$ cat src/rtl/systolic_feed_ctrl.sv
// Feed sequencer for a 3x3 output-stationary systolic multiplier.
// Stores A/B, streams skewed edges, captures C with valid/ready.
module systolic_feed_ctrl #(
  parameter int DW    = 32,
  parameter int PW    = 64,
  parameter int DRAIN = 4
) (
  input  logic          i_clk,
  input  logic          i_rst,
  input  logic          i_wr_en,
  input  logic          i_wr_sel,
  input  logic [3:0]    i_wr_addr,
  input  logic [DW-1:0] i_wr_data,
  input  logic          i_start,
  output logic          o_busy,
  output logic          o_arr_rst,
  output logic [DW-1:0] o_arr_a,
  output logic [DW-1:0] o_arr_b,
  output logic [DW-1:0] o_arr_c,
  output logic [DW-1:0] o_arr_d,
  output logic [DW-1:0] o_arr_e,
  output logic [DW-1:0] o_arr_f,
  input  logic [PW-1:0] i_arr_out1,
  input  logic [PW-1:0] i_arr_out2,
  input  logic [PW-1:0] i_arr_out3,
  input  logic [PW-1:0] i_arr_out4,
  input  logic [PW-1:0] i_arr_out5,
  input  logic [PW-1:0] i_arr_out6,
  input  logic [PW-1:0] i_arr_out7,
  input  logic [PW-1:0] i_arr_out8,
  input  logic [PW-1:0] i_arr_out9,
  output logic          o_res_valid,
  input  logic          i_res_ready,
  output logic [PW-1:0] o_res_c1,
  output logic [PW-1:0] o_res_c2,
  output logic [PW-1:0] o_res_c3,
  output logic [PW-1:0] o_res_c4,
  output logic [PW-1:0] o_res_c5,
  output logic [PW-1:0] o_res_c6,
  output logic [PW-1:0] o_res_c7,
  output logic [PW-1:0] o_res_c8,
  output logic [PW-1:0] o_res_c9
);

  localparam int CW = $clog2(DRAIN + 5) + 1;

  typedef enum logic [2:0] {
    S_IDLE,
    S_CLEAR,
    S_FEED,
    S_DRAIN,
    S_DONE
  } state_t;

  state_t        r_state;
  state_t        w_state_nxt;
  logic [CW-1:0] r_cnt;
  logic [CW-1:0] w_cnt_nxt;
  logic          r_busy;
  logic          w_busy_nxt;
  logic          r_valid;
  logic          w_valid_nxt;
  logic          w_cap;
  logic          r_arr_rst;
  logic [DW-1:0] r_a [9];
  logic [DW-1:0] r_b [9];
  logic [DW-1:0] r_el [3];
  logic [DW-1:0] r_et [3];
  logic [DW-1:0] w_el [3];
  logic [DW-1:0] w_et [3];
  logic [PW-1:0] r_res [9];
  logic [PW-1:0] w_out [9];
  logic          w_wr_ok;

  assign w_out = '{i_arr_out1, i_arr_out2, i_arr_out3,
                   i_arr_out4, i_arr_out5, i_arr_out6,
                   i_arr_out7, i_arr_out8, i_arr_out9};

  assign w_wr_ok = i_wr_en && !r_busy &&
                   (i_wr_addr <= 4'd8);

  always_ff @(posedge i_clk) begin
    if (i_rst) begin
      r_state <= S_IDLE;
      r_cnt   <= '0;
      r_busy  <= 1'b0;
      r_valid <= 1'b0;
    end else begin
      r_state <= w_state_nxt;
      r_cnt   <= w_cnt_nxt;
      r_busy  <= w_busy_nxt;
      r_valid <= w_valid_nxt;
    end
  end

  always_comb begin
    w_state_nxt = r_state;
    w_cnt_nxt   = r_cnt;
    w_busy_nxt  = r_busy;
    w_valid_nxt = r_valid;
    w_cap       = 1'b0;
    unique case (r_state)
      S_IDLE: begin
        if (i_start && !r_valid) begin
          w_state_nxt = S_CLEAR;
          w_busy_nxt  = 1'b1;
        end
      end
      S_CLEAR: begin
        w_state_nxt = S_FEED;
        w_cnt_nxt   = '0;
      end
      S_FEED: begin
        if (r_cnt == CW'(4)) begin
          w_state_nxt = S_DRAIN;
          w_cnt_nxt   = '0;
        end else begin
          w_cnt_nxt = r_cnt + CW'(1);
        end
      end
      S_DRAIN: begin
        if (r_cnt == CW'(DRAIN - 1)) begin
          w_state_nxt = S_DONE;
          w_cap       = 1'b1;
          w_busy_nxt  = 1'b0;
          w_valid_nxt = 1'b1;
        end else begin
          w_cnt_nxt = r_cnt + CW'(1);
        end
      end
      S_DONE: begin
        if (i_res_ready) begin
          w_state_nxt = S_IDLE;
          w_valid_nxt = 1'b0;
        end
      end
      default: w_state_nxt = S_IDLE;
    endcase
  end

  // Edges are registered, so they are computed for the next feed step.
  always_comb begin
    for (int i = 0; i < 3; i++) begin
      w_el[i] = '0;
      w_et[i] = '0;
      if (w_state_nxt == S_FEED &&
          int'(w_cnt_nxt) >= i &&
          int'(w_cnt_nxt) - i <= 2) begin
        w_el[i] = r_a[4'(2 * i + int'(w_cnt_nxt))];
        w_et[i] = r_b[4'(3 * (int'(w_cnt_nxt) - i) + i)];
      end
    end
  end

  always_ff @(posedge i_clk) begin
    if (i_rst) begin
      r_arr_rst <= 1'b1;
      for (int i = 0; i < 9; i++) begin
        r_a[i]   <= '0;
        r_b[i]   <= '0;
        r_res[i] <= '0;
      end
      for (int i = 0; i < 3; i++) begin
        r_el[i] <= '0;
        r_et[i] <= '0;
      end
    end else begin
      r_arr_rst <= (w_state_nxt == S_CLEAR);
      r_el      <= w_el;
      r_et      <= w_et;
      if (w_cap) r_res <= w_out;
      if (w_wr_ok) begin
        if (i_wr_sel) r_b[i_wr_addr] <= i_wr_data;
        else          r_a[i_wr_addr] <= i_wr_data;
      end
    end
  end

  assign o_busy      = r_busy;
  assign o_res_valid = r_valid;
  assign o_arr_rst   = r_arr_rst;
  assign o_arr_a     = r_el[0];
  assign o_arr_b     = r_el[1];
  assign o_arr_c     = r_el[2];
  assign o_arr_d     = r_et[0];
  assign o_arr_e     = r_et[1];
  assign o_arr_f     = r_et[2];
  assign o_res_c1    = r_res[0];
  assign o_res_c2    = r_res[1];
  assign o_res_c3    = r_res[2];
  assign o_res_c4    = r_res[3];
  assign o_res_c5    = r_res[4];
  assign o_res_c6    = r_res[5];
  assign o_res_c7    = r_res[6];
  assign o_res_c8    = r_res[7];
  assign o_res_c9    = r_res[8];

endmodule

$ cat config.mk
export PLATFORM = sky130hd
export DESIGN_NAME = systolic_feed_ctrl
export DESIGN_NICKNAME = d
export VERILOG_FILES = /design/src/rtl/systolic_feed_ctrl.sv
export SDC_FILE = /design/constraint.sdc
export NUM_CORES = 2
export LEC_CHECK = 0
export BUFFER_PORTS_ARGS = -buffer_cell sky130_fd_sc_hd__buf_2
export CAP_MARGIN = 20
export CORE_AREA = 2 2 549 551
export DETAILED_ROUTE_END_ITERATION = 7
export DIE_AREA = 0 0 551 553
export PLACE_DENSITY = 0.47
export SLEW_MARGIN = 25
export SYNTH_ARGS = -nofsm -noshare
export SYNTH_HDL_FRONTEND = slang
export SYNTH_SLANG_ARGS = --single-unit
$ cat constraint.sdc
create_clock -name i_clk -period 14.35 [get_ports i_clk]
set_input_delay 2.1525 -clock i_clk [delete_from_list [all_inputs] [get_ports i_clk]]
set_output_delay 2.1525 -clock i_clk [all_outputs]
set_load 0.1 [all_outputs]
# Yosys cells after proc, flatten, opt, wreduce, memory -nomap -nowiden
# Memories as Yosys holds them, arrays and structs flattened. A register that Yosys moved wholly into a read port is not among the register bits.
# Index checks and enable logic that the tools add are counted.
totals:
  ff_bits: 587
  ramBits: 576
  inputBits: 618
  output_inout_bits: 771
  elab_cells: 98
  mem_count: 2
classes:
  add_sub_neg: 7
  multipliers: 3
  n_lt_le_gt_ge: 6
  n_eq_ne: 11
  muxes: 32
  bitwise: 3
  reduce_logical: 20
mem_list:
  columns: ["name", "depth", "width", "read_ports", "rd_ports_with_merged_regs", "write_ports", "line_no", "rtl"]
  rows:
  - ["r_a", 9, 32, 3, 3, 9, "65", "logic [DW-1:0] r_a [9];"]
  - ["r_b", 9, 32, 3, 3, 9, "66", "logic [DW-1:0] r_b [9];"]
ops:
  columns: ["op", "count"]
  rows:
  - ["32-bit two-way mux", 2]
  - ["32-bit OR reduction", 2]
  - ["1-bit two-way mux", 18]
  - ["3-bit one-hot mux with 5 select lines", 1]
  - ["5-bit one-hot mux with 3 select lines", 1]
  - ["6-bit by 3-bit less-or-equal comparator with 1-bit output (second input constant)", 2]
  - ["3-bit by 6-bit multiplier with 4-bit output (first input constant)", 2]
  - ["3-bit two-way mux", 4]
  - ["5-bit two-way mux", 2]
  - ["3-bit by 2-bit == test with 1-bit output (second input constant)", 3]
  - ["1-bit logical AND", 8]
  - ["4-bit two-way mux", 2]
  - ["3-bit by 1-bit == test with 1-bit output (second input constant)", 2]
  - ["2-bit inequality test (second input constant)", 3]
  - ["3-bit AND reduction", 2]
  - ["2-bit OR reduction", 3]
  - ["5-bit by 1-bit subtractor with 6-bit output (second input constant)", 1]
  - ["5-bit by 2-bit subtractor with 6-bit output (second input constant)", 1]
  - ["5-bit by 1-bit adder with 5-bit output (second input constant)", 1]
  - ["5-bit by 2-bit == test with 1-bit output (second input constant)", 1]
  - ["5-bit by 3-bit == test with 1-bit output (second input constant)", 1]
  - ["5-bit by 1-bit greater-or-equal comparator with 1-bit output (second input constant)", 1]
  - ["5-bit by 2-bit greater-or-equal comparator with 1-bit output (second input constant)", 1]
  - ["5-bit by 2-bit less-or-equal comparator with 1-bit output (second input constant)", 1]
  - ["other kinds (12)", 17]

# Depth between registers and ports, before layout
depth:
  ltp_word: 9
  ltp_mapped: 21

# Least setup slack after synthesis
# Ideal clock, no wire load.
synth_path:
  path_kind: "register to register"
  start: "register r_cnt[0]"
  end: "register r_et, in the netlist o_arr_e[10], read port of r_b"
  setup_ns: 0.143
  arrival_ns: 5.159
  t_required_ns: 14.207
  slack_ns: 9.048
  path_stages_with_launch: 21
  path_buffers: 7
  path_cell_list: "dfxtp_1 ha_1 or4b_1 buf_4 or3_4 nand4_2 inv_2 buf_2 buf_2 buf_1 ha_1 xnor2_1 ha_1 inv_1 fa_1 clkbuf_1 clkbuf_1 clkbuf_1 mux4_2 o22ai_1 a211oi_2"
synth_via:
  elab_chain_cells: 8
  elab_cells_between_ends: 19
  classes_between: "add/sub (3); mul (1); order compare (2); eq/ne (3); mux (6); bitwise (1); reduce/logical (3)"
synth_rtl:
  columns: ["item", "line_no", "rtl"]
  rows:
  - ["start: declaration", "57", "logic [CW-1:0] r_cnt;"]
  - ["start signal: assignment", "90", "r_cnt <= w_cnt_nxt;"]
  - ["parallel branches: the longest is 8 deep, another holds 5-bit by 1-bit subtractor with 6-bit output", null, null]
  - ["end: declaration", "68", "logic [DW-1:0] r_et [3];"]
# Several ways; the timed one is not identified.
# A chain may end at the register's enable or synchronous reset.

# Worst setup path after layout
layout_path:
  start: "register r_cnt[0]"
  end: "register r_et, in the netlist o_arr_e[15], read port of r_b"
# Same word-level chain as after synthesis.

==> qor.csv <==
metric,value,unit
top post-synthesis cells by count,"1362 x nand2_1, 1024 x edfxtp_1, 810 x mux2i_1",
Hold Path Class,reg2reg,
mean area per synthesized cell,11.2,µm²
Slew HR,18.9,%
met1 Resource Use GR,43.6,%
setup TNS,0,ns
clk buf depth,4,
placeable core region,0.299,mm²
Synth area leaders,"edfxtp_1 38%, dfxtp_1 19%, mux2i_1 10%",
total number of vias,67000,
Worst Skew,0.0932,ns
CP endpoint kind,flop,
fin area,0.101,mm²
post-place setup slack,6.36,ns
"Req. time, crit path",15.19,ns
largest fanout on the critical path,53,
leakage power,42.9,nW
drt wl/cell,39.9,µm
DIE AREA,0.305,mm²
"Cell Area, Placed",0.0925,mm²
die span in y,553,µm
fin crit period,7.75,ns
Max-Cap Viols,0,
initial core utilization,26.9,%
WL final,520000,µm
Initial DRT Pass Iterations,8,
Synth Warn #,0,
f_max,129,MHz
Worst-Margin Slew,1.21,ns
Max Slew Vio Count,0,
Max VDD drop,0.000176,V
antenna violations before repair,408,
setup violators final,0,
total power,14.1,mW
Syn Inst Count,7199,
first-pass GRT wire length,658000,µm
largest area contributor in the netlist,edfxtp_1,
layout cells sized above 1,24.1,%
post-synthesis mux area share,16.1,%
GPL Wtd Cong,1.10,
CTS Sinks,1803,
CTS tree,built,
P per Cell Area,140,mW/mm²
Synth Area in Simple Gates,15.1,%
area grow syn2layout,25.1,%
worst setup margin,6.60,ns
grt total ovfl,0,
vias per cell,5.14,
Num CTS Buffers,219,
setup bufs post-CTS,0,
Adder-Cell Fraction of Synth Area,0.267,%
top-count cell post-synth,nand2_1,
vias in the first global route,61800,
Global Route Usage Sum,33.1,%
combinational family with the most area after synthesis,multiplexers,
clk_lat worst skew,0.93,ns
Hold Fails Final Rpt,0,
CTS resizes,0,
post-route ant nets,0,
largest net degree at the start of global routing,155,
Synth Register Bits,1803,
met3 usage,8.59,%
met2 GRT Util,49.4,%
CP Data Arrival Time,8.58,ns
Initial DRC Count,7664,
outcome,completed,
# IOs,1389,
busiest grt layer,met2,
DR DRC count,0,
FP Rows,201,
Synth top area share,38.2,%
DIE WIDTH,551,µm
Synth Area in Compound Gates,7.54,%
H-tree depth,4,
Main synth FF type,edfxtp_1,
# port buffers,1388,
clock root buffer,clkbuf_16,
final worst-path cycle share,54.0,%
Post-synth EDFFs,1024,
CTS Hold Bufs,0,
Post-Syn Area,0.0805,mm²
Synth cell types,70,
Startpoint Class,flop,
Synth Area in XOR/XNOR,0.0964,%
DP HPWL,390000,µm
async set-reset flop share out of synthesis,0,%
RSZ-0062 raised after global routing,no,
post-synthesis sequential area ratio,57.6,%
# nets final,9408,
Crit Path Category,reg2reg,
clk slew on worst S/H paths,0.06,ns
registers in the layout, indices dropped and copies added (netlist names):
register	flops
r_b	512
o_res_c4	64
r_cnt	5
o_res_c6	64
o_arr_rst	1
o_res_c5	64
r_a	512
o_arr_f	32
r_state	3
o_arr_a	32
o_arr_d	32
o_res_c9	64
o_arr_e	32
o_busy	1
o_res_c7	64
o_arr_b	32
o_res_c1	64
o_res_valid	1
o_arr_c	32
o_res_c3	64
o_res_c2	64
o_res_c8	64
placed cells by master, fill, tap and decap left out, types with 112 or more instances in the layout:
master     Yosys  routed
mux4_2       214     214
mux2i_1      810     810
edfxtp_1    1024    1024
clkbuf_16      0     230
a21oi_1      698     697
buf_2         61    1387
nor2_1       546     531
nand2_1     1362    1357
dfxtp_1      779     779
and2_1       577     577
conb_1         1     448
diode_2        0     112
metal layers:
layer,vias up,share of wire [%]
met5,-,0.074
met4,58,6.2
met3,1117,7.7
met2,3693,43
met1,33800,43
li1,28400,-
worst max-delay path, cell delays in order, from the launching register on:
cell and delay, ns:
dfxtp_1 0.43, ha_1 0.24, or4b_1 0.64, nand4_1 0.27, nand4_4 0.67, ha_2 0.64, buf_4 0.77, inv_1 0.40
ha_1 0.40, inv_1 0.05, fa_4 1.13, buf_12 0.32, buf_4 0.75, mux4_2 0.62, a211oi_2 0.27
layout make-up:
cell class | instances | area (µm²)
sequential | 1803 | 46300
clock inverter | 98 | 1230
multi-input combinational | 5246 | 33400
timing repair buffer | 1491 | 7950
antenna | 112 | 280
fill | 30400 | 198000
tap | 3958 | 4950
clock buffer | 310 | 6450
inverter | 13 | 72.6
kinds of logic (layout without fill, tap and decap cells):
group / Yosys count / after routing
xor gates and xnor gates: 8 / 8
AOI/OAI and AO/OA: 1031 / 1031
muxes: 1025 / 1025
adders and majority gates: 16 / 16
other: 1 / 560
DFF: 1803 / 1803
buffers and inverters: 597 / 1912
and+or+nand+nor: 2718 / 2718
power by group:
part,internal (mW),switching (mW)
clock network,3.52,2.46
logic,0.860,1.54
registers,5.64,0.0993
total,10.0,4.10
metrics by stage:
step                instances  hold WS (ns)  util, %
floorplan                7646         0.595        -
global placement        12500         0.442     31.0
detailed placement      12500         0.444     31.0
CTS                     12900         0.452     33.5
global route            13000         0.468     33.6
finish                  13000         0.451     33.7
path summary, 6_finish.rpt:
kind	slack, ns	end	startpoint	cells past startpoint
worst max-delay path	6.60	o_arr_e[15]	r_cnt[0]	14
worst min-delay path	0.45	o_res_c1[42]	o_res_c1[42]	2
worst max register to register	6.60	o_arr_e[15]	r_cnt[0]	14
worst min register to register	0.45	o_res_c1[42]	o_res_c1[42]	2
Power figures use the tool's default switching activity.
